<file path="src/rtl/sc_point_position_register.sv">
// Frog position register: holds the row index and one-hot column of the point,
// applies the prioritised move strobes from the point state machine and drives the matrix.
module sc_point_position_register #(
  parameter int ROWS     = 8,
  parameter int COLS     = 8,
  parameter int INIT_COL = 3
) (
  input  logic                      SC_STATEMACHINEPOINT_CLOCK_50,
  input  logic                      SC_STATEMACHINEPOINT_RESET_InHigh,
  input  logic                      SC_POINTREGISTER_clear_InLow,
  input  logic                      SC_POINTREGISTER_load0_InLow,
  input  logic                      SC_POINTREGISTER_load1_InLow,
  input  logic [1:0]                SC_POINTREGISTER_shiftselection_In,
  output logic [$clog2(ROWS)-1:0]   SC_POINTREGISTER_row_Out,
  output logic [COLS-1:0]           SC_POINTREGISTER_col_Out,
  output logic [ROWS*COLS-1:0]      SC_POINTREGISTER_matrix_Out,
  output logic                      SC_POINTREGISTER_bottomsidecomparator_OutLow,
  output logic                      SC_POINTREGISTER_topReached_Out,
  output logic [7:0]                SC_POINTREGISTER_moves_Out
);

  localparam int ROW_W = $clog2(ROWS);
  localparam logic [ROW_W-1:0] BOTTOM_ROW  = ROW_W'(ROWS - 1);
  localparam logic [ROW_W-1:0] TOP_ROW     = '0;
  localparam logic [ROW_W-1:0] ONE_ROW     = ROW_W'(1);
  localparam logic [COLS-1:0]  INIT_ONEHOT = COLS'(1) << INIT_COL;
  localparam logic [7:0]       MOVES_MAX   = 8'hFF;

  logic [ROW_W-1:0] rowReg, rowNext;
  logic [COLS-1:0]  colReg, colNext;
  logic [7:0]       movesReg, movesNext;
  logic             topReg, topNext;
  logic             moveAccepted;

  // Only the highest-priority asserted strobe is considered; if it cannot move
  // (edge of the playfield) the cycle is a hold and lower strobes are dropped.
  always_comb begin
    rowNext      = rowReg;
    colNext      = colReg;
    topNext      = 1'b0;
    moveAccepted = 1'b0;
    if (!SC_POINTREGISTER_clear_InLow) begin
      rowNext = BOTTOM_ROW;
      colNext = INIT_ONEHOT;
    end else if (!SC_POINTREGISTER_load0_InLow) begin
      if (rowReg != TOP_ROW) begin
        rowNext      = rowReg - ONE_ROW;
        moveAccepted = 1'b1;
        topNext      = (rowReg == ONE_ROW);
      end
    end else if (!SC_POINTREGISTER_load1_InLow) begin
      if (rowReg != BOTTOM_ROW) begin
        rowNext      = rowReg + ONE_ROW;
        moveAccepted = 1'b1;
      end
    end else begin
      case (SC_POINTREGISTER_shiftselection_In)
        2'b01: begin
          if (!colReg[COLS-1]) begin
            colNext      = colReg << 1;
            moveAccepted = 1'b1;
          end
        end
        2'b10: begin
          if (!colReg[0]) begin
            colNext      = colReg >> 1;
            moveAccepted = 1'b1;
          end
        end
        default: begin
          colNext = colReg;
        end
      endcase
    end
  end

  always_comb begin
    movesNext = movesReg;
    if (!SC_POINTREGISTER_clear_InLow) begin
      movesNext = '0;
    end else if (moveAccepted && (movesReg != MOVES_MAX)) begin
      movesNext = movesReg + 8'd1;
    end
  end

  always_ff @(posedge SC_STATEMACHINEPOINT_CLOCK_50 or posedge SC_STATEMACHINEPOINT_RESET_InHigh) begin
    if (SC_STATEMACHINEPOINT_RESET_InHigh) begin
      rowReg   <= BOTTOM_ROW;
      colReg   <= INIT_ONEHOT;
      movesReg <= '0;
      topReg   <= 1'b0;
    end else begin
      rowReg   <= rowNext;
      colReg   <= colNext;
      movesReg <= movesNext;
      topReg   <= topNext;
    end
  end

  // Matrix and bottom flag are decoded straight from the registers, no extra stage.
  for (genvar r = 0; r < ROWS; r++) begin : genMatrixRow
    assign SC_POINTREGISTER_matrix_Out[r*COLS +: COLS] =
      (rowReg == ROW_W'(r)) ? colReg : '0;
  end

  assign SC_POINTREGISTER_row_Out                     = rowReg;
  assign SC_POINTREGISTER_col_Out                     = colReg;
  assign SC_POINTREGISTER_moves_Out                   = movesReg;
  assign SC_POINTREGISTER_topReached_Out              = topReg;
  assign SC_POINTREGISTER_bottomsidecomparator_OutLow = (rowReg != BOTTOM_ROW);

endmodule
</file>
<file path="config.mk">
export PLATFORM = sky130hd
export DESIGN_NAME = sc_point_position_register
export DESIGN_NICKNAME = d
export VERILOG_FILES = /design/src/rtl/sc_point_position_register.sv
export SDC_FILE = /design/constraint.sdc
export NUM_CORES = 1
export LEC_CHECK = 0
export CORE_MARGIN = 2
export CORE_UTILIZATION = 36
export DETAILED_ROUTE_END_ITERATION = 10
export PLACE_DENSITY = 0.77
export SYNTH_ARGS = -nofsm -noshare
export SYNTH_HDL_FRONTEND = slang
export SYNTH_SLANG_ARGS = --single-unit
</file>
<file path="constraint.sdc">
create_clock -name SC_STATEMACHINEPOINT_CLOCK_50 -period 2.2 [get_ports SC_STATEMACHINEPOINT_CLOCK_50]
set_clock_uncertainty 0.05 [all_clocks]
set_input_delay 0.44 -clock SC_STATEMACHINEPOINT_CLOCK_50 [delete_from_list [all_inputs] [get_ports SC_STATEMACHINEPOINT_CLOCK_50]]
set_output_delay 0.44 -clock SC_STATEMACHINEPOINT_CLOCK_50 [all_outputs]
set_load 0.01 [all_outputs]
</file>
==> summary.txt <==
Detailed routing
  • Vias/cell: ~5.2
  • Total number of vias: 2022
  • Starting DRT DRC Count: 130
  • Final WL: 5.94 mm
  • Drt pass-1 iters: 4
  • Post-route ant nets: 0
  • DRC errors left: 0
  • Routed wire per std cell: approximately 15 um

Synthesis
  • Count leader, synth: and2_1
  • Ys flop type: dfrtp_1
  • Register area share after synthesis: 0.295
  • Post-synth top area share: 0.234
  • Post-synthesis cell type count: 41
  • Syn Inst Count: 210
  • Synth warnings: 0
  • Mean Syn Cell Area: about 8.2 um^2
  • Mapped Area: 0.00171 mm^2
  • Syn nets: 227
  • Most frequent cells after synthesis: and2_1, and3_1, nand2_1, dfrtp_1, clkbuf_1
  • EDFF count, synth: 0
  • Ys async rst share: 1.00
  • Seq cells post-synth: 20
  • Top cells by area, synth: dfrtp_1, and2_1, and3_1
  • Largest area contributor in the netlist: dfrtp_1

Worst setup path
  • Worst R2R End: SC_POINTREGISTER_moves_Out[3]
  • Crit-path max FO: 8
  • WP data arrival: 2390 ps
  • FF-to-FF path depth: 11
  • Worst endpoint required time: between 2000 and 2500 ps
  • Setup Crit Path Kind: reg -> reg
  • RR Startpoint: SC_POINTREGISTER_row_Out[0]
  • Worst reg2reg setup slack: -90 ps
  • Worst Setup Start Kind: register
  • Crit. End Element: register

Floorplanning
  • Die Y: 73.0 um
  • Num ports: 92
  • Site Rows: 25
  • Die area: about 0.0053 mm^2
  • Die W: between 70 and 80 um
  • Initial Util: 0.367
  • Core Box Area: 0.00466 mm^2

Power and ir drop
  • VDD IR-drop max: 0.000413 V
  • Int Pwr: approximately 0.00098 W
  • Switch Pwr: 0.000525 W
  • Clock power frac: 0.193
  • Lkg Pwr: 1.55 nW
  • Power Dens Cells: ~500 mW/mm^2
  • Reg power frac: 0.307
  • Logic pwr share: 0.500
  • Sw Ratio: 0.348

Clock network
  • CTS tree: built
  • H-tree levels: 1
  • TritonCTS Buffers: 3
  • CTS Sinks: 20
  • Clock Tree Buf Depth: 2
  • CTS root buffer: clkbuf_8
  • Clk pin slew, worst setup/hold paths: around 80 ps
  • Clock Latency Late Sink: between 200 and 300 ps

Status
  • Run status: finished, violations left
  • Failing checks: negative setup slack

Placement
  • Dpl ws: -247 ps
  • Hpwl dp: ~4 mm
  • PortBufs: 91
  • Dpl cell area: ~0.0028 mm^2
  • Final GP Congestion: between 0.7 and 0.8

Cells and area
  • Cell area after layout: ~0.003 mm^2
  • Diode count: 0
  • Area of the multi-input gates: 0.00123 mm^2
  • Synthesis-to-finish area growth: 75.2%
  • Final nets: ~360
  • Final core occ: 0.643
  • Fillers: roughly 400
  • Total area of sequential cells: a little over 500 um^2
  • Share of layout cells above drive strength 1: 0.371

GRT
  • Antenna violations before repair: 0
  • Total grt overflow: 0
  • First-pass GRT wire length: between 9 and 10 mm
  • Vias in the first global route: approximately 1900
  • Largest net degree at the start of global routing: 21
  • All-Layer GR Usage: 0.225

Timing
  • Endpoints failing hold: 0
  • Setup ws final: -90.7 ps
  • RSZ-0062 raised after global routing: yes
  • Worst slew pin tran: about 430 ps
  • Final period util: 1.04
  • Fin crit period: 2290 ps
  • Final setup TNS: -595 ps
  • Rel. slew slack: 0.710
  • Fin. max-slew vios: 0
  • Peak Freq: ~440 MHz
  • Worst hold margin: 443 ps
  • Final setup fails: 11

Flow run
  • Number of max-cap violations: 0

Worst hold path
  • Hold crit path type: in -> async
==> layout make-up <==
type,instances,share of cell area
Timing Repair Buffer,137,0.363
Tap cell,54,0.0225
Clock buffer,4,0.0184
Sequential cell,20,0.169
Multi-Input combinational cell,164,0.411
Inverter,12,0.0159
==> registers in the layout, summed over array words and instances, names as in the netlist <==
signal / flops
SC_POINTREGISTER_row_Out: 3
SC_POINTREGISTER_topReached_Out: 1
SC_POINTREGISTER_moves_Out: 8
SC_POINTREGISTER_col_Out: 8
==> power groups by stage <==
stage          combinational [W]  sequential, W  clock, W
3_5_place_dp            0.000560       0.000463         0
3_3_place_gp            0.000548       0.000461         0
6_report                0.000754       0.000464  0.000291
5_1_grt                 0.000816       0.000470  0.000312
4_1_cts                 0.000722       0.000461  0.000289
2_1_floorplan           0.000252       0.000457         0
==> worst max path at each step <==
stage | start | end | cells after the start
final | SC_POINTREGISTER_row_Out[0] | SC_POINTREGISTER_moves_Out[3] | 11
after global routing | SC_POINTREGISTER_row_Out[0] | SC_POINTREGISTER_moves_Out[7] | 10
after CTS | SC_POINTREGISTER_row_Out[0] | SC_POINTREGISTER_moves_Out[7] | 10
after detailed placement | SC_POINTREGISTER_shiftselection_In[0] | SC_POINTREGISTER_moves_Out[7] | 8
after global placement | SC_POINTREGISTER_row_Out[0] | SC_POINTREGISTER_matrix_Out[14] | 4
after floorplan | SC_POINTREGISTER_row_Out[0] | SC_POINTREGISTER_moves_Out[3] | 8
==> cells in the final DEF (no fill, tap or decap), types with 7 or more instances in the layout <==
cell and n:
buf_2 16, buf_4 38, nand2_1 19, and2_1 39
inv_1 9, clkbuf_2 26, buf_6 7, o21ai_1 9
dfrtp_1 16, clkdlybuf4s50_1 26, clkdlybuf4s15_1 12, dlygate4sd2_1 10
and3_1 25
==> through the flow <==
stage,total power [W],cells
CTS,0.00147,389
detailed placement,0.00102,368
global placement,0.00101,368
finish,0.00151,391
floorplan,0.000709,210
global route,0.00160,391
==> cells by family after synthesis <==
logic type	Yosys count	share of synthesized area
and+or+nand+nor	115	0.398
xor gates and xnor gates	1	0.00512
AOI/OAI and AO/OA	36	0.159
buffers and inverters	27	0.0636
DFF	20	0.295
muxes	1	0.00585
adders and majority gates	10	0.0731
==> worst max-delay path, stage by stage, from the launching register on <==
cell	delay, ps
dfstp_2	560
buf_6	100
inv_4	30
ha_4	150
and2b_2	240
buf_6	140
buf_6	110
o21ai_4	160
o211ai_4	180
buf_6	170
o211ai_1	190
o31ai_2	90
==> metal layers <==
layer	GRT usage	share of wire
met1	0.275	0.43
met2	0.393	0.49
met3	0.0470	0.064
met4	0.0761	0.015
met5	0	0
==> repair_timing <==
item,in CTS,in global routing
cloned,2,0
hold buffers,0,0
endpoints found under the setup margin,70,70
pin swaps,6,7
buffers inserted,15,3
resized for setup,153,60
hold endpoints to repair,0,0
No activity file was read; power rests on OpenSTA's default activity.
